$ cat src/rtl/pinwheel_uart.sv
// Memory-mapped 8N1 UART on the pinwheel bus (0xC region): TX/RX FIFOs,
// sticky status flags and a programmable bit period latched per frame.
module pinwheel_uart #(
  parameter int CLKS_PER_BIT = 16,
  parameter int TX_DEPTH     = 8,
  parameter int RX_DEPTH     = 8
) (
  input  logic        clock,
  input  logic        reset_in_n,
  input  logic        bus_cs,
  input  logic [31:0] bus_addr,
  input  logic [31:0] bus_wdata,
  input  logic [3:0]  bus_wmask,
  input  logic        bus_wren,
  input  logic        bus_rden,
  output logic [31:0] rdata,
  output logic        uart_tx,
  input  logic        uart_rx
);
  localparam int TAW = $clog2(TX_DEPTH);
  localparam int RAW = $clog2(RX_DEPTH);
  localparam logic [15:0] DIV_RST = 16'(CLKS_PER_BIT);

  typedef enum logic [1:0] {TX_IDLE, TX_START, TX_DATA, TX_STOP} tx_st_e;
  typedef enum logic [2:0] {RX_IDLE, RX_START, RX_DATA, RX_STOP, RX_WAIT} rx_st_e;

  logic unused_ok;
  assign unused_ok = ^{bus_addr[31:4], bus_addr[1:0], bus_wdata[31:16], bus_wmask[3:2]};

  // Bus decode
  logic [1:0] sel;
  logic       wr, rd;
  assign sel = bus_addr[3:2];
  assign wr  = bus_cs & bus_wren;
  assign rd  = bus_cs & bus_rden;

  logic [15:0] div_q, div_d, div_wr;
  logic        rx_ovf_q, tx_ovf_q, ferr_q;
  logic [2:0]  w1c;
  logic [31:0] rdata_q, rdata_d;

  // FIFOs
  logic [7:0]   tx_mem_q [TX_DEPTH];
  logic [7:0]   rx_mem_q [RX_DEPTH];
  logic [TAW:0] tx_wp_q, tx_rp_q;
  logic [RAW:0] rx_wp_q, rx_rp_q;
  logic         tx_empty, tx_full, rx_empty, rx_full;
  logic         tx_push_req, tx_push, tx_pop, tx_ovf_set;
  logic         rx_push_req, rx_push, rx_pop, rx_ovf_set, ferr_set;
  logic [7:0]   tx_head, rx_head;

  assign tx_empty = tx_wp_q == tx_rp_q;
  assign tx_full  = (tx_wp_q[TAW] != tx_rp_q[TAW]) && (tx_wp_q[TAW-1:0] == tx_rp_q[TAW-1:0]);
  assign rx_empty = rx_wp_q == rx_rp_q;
  assign rx_full  = (rx_wp_q[RAW] != rx_rp_q[RAW]) && (rx_wp_q[RAW-1:0] == rx_rp_q[RAW-1:0]);
  assign tx_head  = tx_mem_q[tx_rp_q[TAW-1:0]];
  assign rx_head  = rx_mem_q[rx_rp_q[RAW-1:0]];

  // TX FSM state
  tx_st_e      tx_st_q, tx_st_d;
  logic [15:0] tx_cnt_q, tx_cnt_d, tx_div_q, tx_div_d;
  logic [2:0]  tx_bit_q, tx_bit_d;
  logic [7:0]  tx_sh_q, tx_sh_d;
  logic        tx_zero, tx_busy;

  // RX FSM state
  rx_st_e      rx_st_q, rx_st_d;
  logic [15:0] rx_cnt_q, rx_cnt_d, rx_div_q, rx_div_d;
  logic [2:0]  rx_bit_q, rx_bit_d;
  logic [7:0]  rx_sh_q, rx_sh_d;
  logic        rx_s1_q, rx_s2_q, rx_s3_q, rx_fall, rx_zero;

  assign tx_zero = tx_cnt_q == 16'd0;
  assign rx_zero = rx_cnt_q == 16'd0;
  assign rx_fall = rx_s3_q & ~rx_s2_q;

  // Push succeeds on a full FIFO only if the same cycle pops
  assign tx_push_req = wr && (sel == 2'd0) && bus_wmask[0];
  assign tx_pop      = (tx_st_q == TX_IDLE) && !tx_empty;
  assign tx_push     = tx_push_req && (!tx_full || tx_pop);
  assign tx_ovf_set  = tx_push_req && tx_full && !tx_pop;
  assign rx_pop      = rd && (sel == 2'd0) && !rx_empty;
  assign rx_push     = rx_push_req && (!rx_full || rx_pop);
  assign rx_ovf_set  = rx_push_req && rx_full && !rx_pop;

  assign w1c = (wr && (sel == 2'd1) && bus_wmask[0]) ? bus_wdata[7:5] : 3'b000;

  always_comb begin
    div_wr = {bus_wmask[1] ? bus_wdata[15:8] : div_q[15:8],
              bus_wmask[0] ? bus_wdata[7:0]  : div_q[7:0]};
    div_d  = div_q;
    if (wr && (sel == 2'd2) && (|bus_wmask[1:0]) && (div_wr >= 16'd4))
      div_d = div_wr;
  end

  always_comb begin
    rdata_d = 32'd0;
    if (rd) begin
      case (sel)
        2'd0:    rdata_d = rx_empty ? 32'h100 : {24'd0, rx_head};
        2'd1:    rdata_d = {24'd0, ferr_q, tx_ovf_q, rx_ovf_q, tx_busy,
                            rx_full, rx_empty, tx_empty, tx_full};
        2'd2:    rdata_d = {16'd0, div_q};
        default: rdata_d = 32'd0;
      endcase
    end
  end

  // TX next state and datapath
  always_comb begin
    tx_st_d  = tx_st_q;
    tx_cnt_d = tx_cnt_q;
    tx_div_d = tx_div_q;
    tx_bit_d = tx_bit_q;
    tx_sh_d  = tx_sh_q;
    case (tx_st_q)
      TX_IDLE: if (!tx_empty) begin
        tx_st_d  = TX_START;
        tx_sh_d  = tx_head;
        tx_div_d = div_q;
        tx_cnt_d = div_q - 16'd1;
        tx_bit_d = 3'd0;
      end
      TX_START: begin
        tx_cnt_d = tx_zero ? tx_div_q - 16'd1 : tx_cnt_q - 16'd1;
        if (tx_zero) tx_st_d = TX_DATA;
      end
      TX_DATA: begin
        tx_cnt_d = tx_zero ? tx_div_q - 16'd1 : tx_cnt_q - 16'd1;
        if (tx_zero) begin
          tx_sh_d  = {1'b0, tx_sh_q[7:1]};
          tx_bit_d = tx_bit_q + 3'd1;
          if (tx_bit_q == 3'd7) tx_st_d = TX_STOP;
        end
      end
      TX_STOP: begin
        tx_cnt_d = tx_cnt_q - 16'd1;
        if (tx_zero) tx_st_d = TX_IDLE;
      end
      default: tx_st_d = TX_IDLE;
    endcase
  end

  always_comb begin
    tx_busy = tx_st_q != TX_IDLE;
    uart_tx = 1'b1;
    if (tx_st_q == TX_START)     uart_tx = 1'b0;
    else if (tx_st_q == TX_DATA) uart_tx = tx_sh_q[0];
  end

  // RX next state and datapath; START waits half a bit to sample mid-bit
  always_comb begin
    rx_st_d  = rx_st_q;
    rx_cnt_d = rx_cnt_q;
    rx_div_d = rx_div_q;
    rx_bit_d = rx_bit_q;
    rx_sh_d  = rx_sh_q;
    case (rx_st_q)
      RX_IDLE: if (rx_fall) begin
        rx_st_d  = RX_START;
        rx_div_d = div_q;
        rx_cnt_d = (div_q >> 1) - 16'd1;
      end
      RX_START: begin
        rx_cnt_d = rx_zero ? rx_div_q - 16'd1 : rx_cnt_q - 16'd1;
        rx_bit_d = 3'd0;
        if (rx_zero) rx_st_d = rx_s2_q ? RX_IDLE : RX_DATA;
      end
      RX_DATA: begin
        rx_cnt_d = rx_zero ? rx_div_q - 16'd1 : rx_cnt_q - 16'd1;
        if (rx_zero) begin
          rx_sh_d  = {rx_s2_q, rx_sh_q[7:1]};
          rx_bit_d = rx_bit_q + 3'd1;
          if (rx_bit_q == 3'd7) rx_st_d = RX_STOP;
        end
      end
      RX_STOP: begin
        rx_cnt_d = rx_cnt_q - 16'd1;
        if (rx_zero) rx_st_d = rx_s2_q ? RX_IDLE : RX_WAIT;
      end
      RX_WAIT: if (rx_s2_q) rx_st_d = RX_IDLE;
      default: rx_st_d = RX_IDLE;
    endcase
  end

  always_comb begin
    rx_push_req = (rx_st_q == RX_STOP) && rx_zero && rx_s2_q;
    ferr_set    = (rx_st_q == RX_STOP) && rx_zero && !rx_s2_q;
  end

  always_ff @(posedge clock) begin
    if (tx_push) tx_mem_q[tx_wp_q[TAW-1:0]] <= bus_wdata[7:0];
    if (rx_push) rx_mem_q[rx_wp_q[RAW-1:0]] <= rx_sh_q;
  end

  always_ff @(posedge clock) begin
    if (!reset_in_n) begin
      div_q    <= DIV_RST;
      tx_wp_q  <= '0;
      tx_rp_q  <= '0;
      rx_wp_q  <= '0;
      rx_rp_q  <= '0;
      rx_ovf_q <= 1'b0;
      tx_ovf_q <= 1'b0;
      ferr_q   <= 1'b0;
      rdata_q  <= 32'd0;
      tx_st_q  <= TX_IDLE;
      tx_cnt_q <= 16'd0;
      tx_div_q <= DIV_RST;
      tx_bit_q <= 3'd0;
      tx_sh_q  <= 8'd0;
      rx_st_q  <= RX_IDLE;
      rx_cnt_q <= 16'd0;
      rx_div_q <= DIV_RST;
      rx_bit_q <= 3'd0;
      rx_sh_q  <= 8'd0;
      rx_s1_q  <= 1'b1;
      rx_s2_q  <= 1'b1;
      rx_s3_q  <= 1'b1;
    end else begin
      div_q    <= div_d;
      tx_wp_q  <= tx_wp_q + (TAW+1)'(tx_push);
      tx_rp_q  <= tx_rp_q + (TAW+1)'(tx_pop);
      rx_wp_q  <= rx_wp_q + (RAW+1)'(rx_push);
      rx_rp_q  <= rx_rp_q + (RAW+1)'(rx_pop);
      // set beats a same-cycle W1C clear
      rx_ovf_q <= (rx_ovf_q & ~w1c[0]) | rx_ovf_set;
      tx_ovf_q <= (tx_ovf_q & ~w1c[1]) | tx_ovf_set;
      ferr_q   <= (ferr_q   & ~w1c[2]) | ferr_set;
      rdata_q  <= rdata_d;
      tx_st_q  <= tx_st_d;
      tx_cnt_q <= tx_cnt_d;
      tx_div_q <= tx_div_d;
      tx_bit_q <= tx_bit_d;
      tx_sh_q  <= tx_sh_d;
      rx_st_q  <= rx_st_d;
      rx_cnt_q <= rx_cnt_d;
      rx_div_q <= rx_div_d;
      rx_bit_q <= rx_bit_d;
      rx_sh_q  <= rx_sh_d;
      rx_s1_q  <= uart_rx;
      rx_s2_q  <= rx_s1_q;
      rx_s3_q  <= rx_s2_q;
    end
  end

  assign rdata = rdata_q;

endmodule

$ cat config.mk
export PLATFORM = sky130hd
export DESIGN_NAME = pinwheel_uart
export DESIGN_NICKNAME = d
export VERILOG_FILES = /design/src/rtl/pinwheel_uart.sv
export SDC_FILE = /design/constraint.sdc
export NUM_CORES = 1
export LEC_CHECK = 0
export CELL_PAD_IN_SITES_DETAIL_PLACEMENT = 1
export CELL_PAD_IN_SITES_GLOBAL_PLACEMENT = 2
export CORE_MARGIN = 5
export CORE_UTILIZATION = 43
export CTS_BUF_LIST = sky130_fd_sc_hd__clkbuf_2 sky130_fd_sc_hd__clkbuf_4 sky130_fd_sc_hd__clkbuf_8
export CTS_CLUSTER_DIAMETER = 60
export DETAILED_ROUTE_END_ITERATION = 16
export PLACE_DENSITY_LB_ADDON = 0.1
export SLEW_MARGIN = 30
export SYNTH_ARGS = -nofsm -noshare
export SYNTH_HDL_FRONTEND = slang
export SYNTH_SLANG_ARGS = --single-unit
export TNS_END_PERCENT = 30
$ cat constraint.sdc
create_clock -name clock -period 7.9 [get_ports clock]
set_input_delay 0.79 -clock clock [delete_from_list [all_inputs] [get_ports clock]]
set_output_delay 0.79 -clock clock [all_outputs]
set_load 0.02 [all_outputs]
==> key figures <==
Synth
  • Register area share after synthesis: 52.0%
  • Post-synthesis instance area: between 10000 and 15000 um^2
  • Mapped Cells: approximately 1200
  • Yosys warns: 0
  • Top area cells in the synthesized netlist: edfxtp_1 30%, dfxtp_1 22%, mux4_2 5.6%
  • Unique masters post-synth: 66
  • Leading area contributor after synthesis: edfxtp_1
  • Yosys top cell area share: 29.6%
  • Ys async rst share: 0%
  • Syn_area_per_cell: between 10 and 15 um^2
  • #FFs+latches synth: approximately 270
  • EDFF count, synth: 128
  • Ys flop type: dfxtp_1

Setup path
  • Bufs and invs on worst path: 2
  • Setup crit start kind: flop
  • Worst setup EP type: flop
  • Crit-path max FO: 17
  • Top delay family on crit path: simple AND/OR/NAND/NOR gates
  • Critical Path RT: between 8 and 9 ns
  • Crit Path Category: flop to flop
  • CP max stage cell: nor2_1
  • CP max stage delay: around 0.77 ns
  • Crit path arrival time: 3.55 ns
  • Crit path cell chain: inv_1, ha_1, clkinv_1, and2_1, nor2b_1, nand2_1, nor2_1

STA
  • RSZ-0062 raised after global routing: no
  • Fmax: between 200 and 300 MHz
  • Fin crit share: a little over two fifths
  • Max Transition Viols Final: 0
  • Setup TNS: 0 ns
  • Slew HR: about a third
  • Worst-Margin Slew: a little under 1 ns
  • Final WS setup: between 4 and 5 ns
  • Tmin final: 3.37 ns
  • Clock Skews: between 0.02 and 0.03 ns
  • Final setup fails: 0
  • Fin. Hold Viols: 0

CTS
  • Clk_lat worst skew: approximately 0.58 ns
  • Post-cts resize count: 0
  • CTS Hold Bufs: 0
  • Clock sink total: 273
  • Total CTS buffers: 48
  • Clock H-tree levels: 2
  • Clock transition at path regs: ~0.060 ns
  • Clock root cell: clkbuf_8
  • Setup Buffers After CTS: 0
  • CTS tree: built
  • Max Buffers Root-to-Sink: 3

Detailed routing
  • WL/cell: just over 20 um
  • DRC Markers: 0
  • Post-DRT Antenna Nets: 0
  • Vias per inst: 5.48
  • Detailed Route Iter0 Violations: between 500 and 600
  • Final WL: between 30 and 40 mm
  • Vias: a little over 9000
  • Initial DRT Pass Iterations: 8

Die
  • Die area: around 34000 um^2
  • Rows: 63
  • Die X-Extent: around 180 um
  • Overall die height: roughly 180 um
  • Ports: around 110
  • Core area: 29700 um^2
  • Initial core utilization: 43.7%

Placed design
  • Placed inst area: 13600 um^2
  • Setup WS pre-CTS: between 4 and 5 ns
  • GP Congestion: just under 0.8
  • Hpwl dp: 23.2 mm
  • IO Port Bufs: 42

Power
  • Peak VDD IR: approximately 0.00013 V
  • Leak: between 5 and 6 nW
  • Power Dens Cells: roughly 260 nW/um^2

Finish
  • Final net count: roughly 1400
  • Fin util: roughly half
  • Finished Cell Area: 14700 um^2
  • Share of cells above drive strength 1: roughly 12%
  • Fill count: approximately 3200
  • Area Growth Syn to Fin: 13.1%
  • Number of diodes: 0

GRT
  • First-pass GRT wire length: 54.9 mm
  • Largest net degree at the start of global routing: between 70 and 80
  • Number of global-route vias before repair: roughly 9600
  • GR Util All Layers: between 20% and 30%
  • Total grt overflow: 0
  • Initial antenna violation count: 0

Outcome
  • Outcome: completed

Job
  • Number of max-cap violations: 0

Min path
  • Type of the most critical hold path: flop to flop
==> worst paths after layout <==
check                             end  cells past startpoint               startpoint  slack (ns)
max          tx_mem_q[3][1]$_DFFE_PP_                      7  tx_st_q[0]$_SDFFE_PN0P_        4.53
min reg2reg        rx_s2_q$_SDFF_PN1_                      1       rx_s1_q$_SDFF_PN1_        0.41
min                rx_s2_q$_SDFF_PN1_                      1       rx_s1_q$_SDFF_PN1_        0.41
max reg2reg  tx_mem_q[3][1]$_DFFE_PP_                      7  tx_st_q[0]$_SDFFE_PN0P_        4.53
==> logic make-up after synthesis <==
group	count (synthesis)	share of synthesized area, %
AND/OR/NAND/NOR	464	17.4
flip-flops	273	52.0
AO/OA/AOI/OAI	190	9.40
buffers and inverters	113	3.84
multiplexers	82	9.48
XOR/XNOR	81	5.47
adder cells (fa/ha/maj)	25	2.41
other	1	0.0289
==> stage by stage <==
stage	hold slack, ns	total power, mW	std cells
2_1_floorplan	0.386	2.27	1244
3_3_place_gp	0.393	2.49	1598
3_5_place_dp	0.402	2.49	1598
4_1_cts	0.417	3.88	1686
5_1_grt	0.446	4.05	1686
6_report	0.413	3.83	1686
==> per-layer routing <==
layer	GRT usage, %	share of wire [%]	wire [um]
met1	28.8	49	16700
met2	33.2	47	16000
met3	3.28	3.2	1080
met4	4.70	1.5	504
met5	0	0	0
==> registers in the layout, summed over array words and instances, names as in the netlist, 16 cells and up <==
signal and flops:
rx_mem_q 64, tx_mem_q 64, div_q 16, rdata 16
rx_cnt_q 16, rx_div_q 16, tx_cnt_q 16, tx_div_q 16
==> synth_stat cells (19+ instances only) <==
| cell type | instances |
|---|---|
| mux4_2 | 32 |
| a21oi_1 | 66 |
| and2_1 | 19 |
| nand3_1 | 32 |
| xnor2_1 | 44 |
| mux2i_1 | 43 |
| edfxtp_1 | 128 |
| o21ai_0 | 36 |
| nand2_1 | 140 |
| nor4_1 | 30 |
| nor2_1 | 118 |
| nand2b_1 | 21 |
| nor3_1 | 35 |
| xor2_1 | 37 |
| ha_1 | 25 |
| clkbuf_1 | 63 |
| dfxtp_1 | 145 |
==> placed cells by master, fill, tap and decap left out, types with 19 or more instances in the layout <==
master | Yosys | routed
o21ai_0 | 36 | 36
xnor2_1 | 44 | 44
ha_1 | 25 | 25
dfxtp_1 | 145 | 145
mux4_2 | 32 | 32
a21oi_1 | 66 | 66
nand3_1 | 32 | 32
nor2_1 | 118 | 117
mux2i_1 | 43 | 43
xor2_1 | 37 | 37
nor3_1 | 35 | 34
nor4_1 | 30 | 30
edfxtp_1 | 128 | 128
clkdlybuf4s50_1 | 0 | 41
nand2b_1 | 21 | 21
clkbuf_8 | 0 | 60
and2_1 | 19 | 19
nand2_1 | 140 | 140
==> final cells by class <==
class | count | area (um^2) | area share, %
clock buffer | 71 | 908 | 6.19
clock inverter | 17 | 120 | 0.818
inverter | 19 | 72.6 | 0.494
multi-input combinational | 858 | 5810 | 39.6
sequential | 273 | 6750 | 46.0
tap | 390 | 488 | 3.32
timing repair buffer | 58 | 536 | 3.65
==> report_power, final <==
| group | internal, mW | switching (mW) | total, mW | leakage (nW) |
|---|---|---|---|---|
| clock network | 0.774 | 0.594 | 1.37 | 0.550 |
| logic | 0.340 | 0.506 | 0.846 | 2.22 |
| registers | 1.54 | 0.0769 | 1.62 | 2.34 |
| total | 2.65 | 1.18 | 3.83 | 5.12 |
Note: power is estimated with default switching activity, not from simulation.
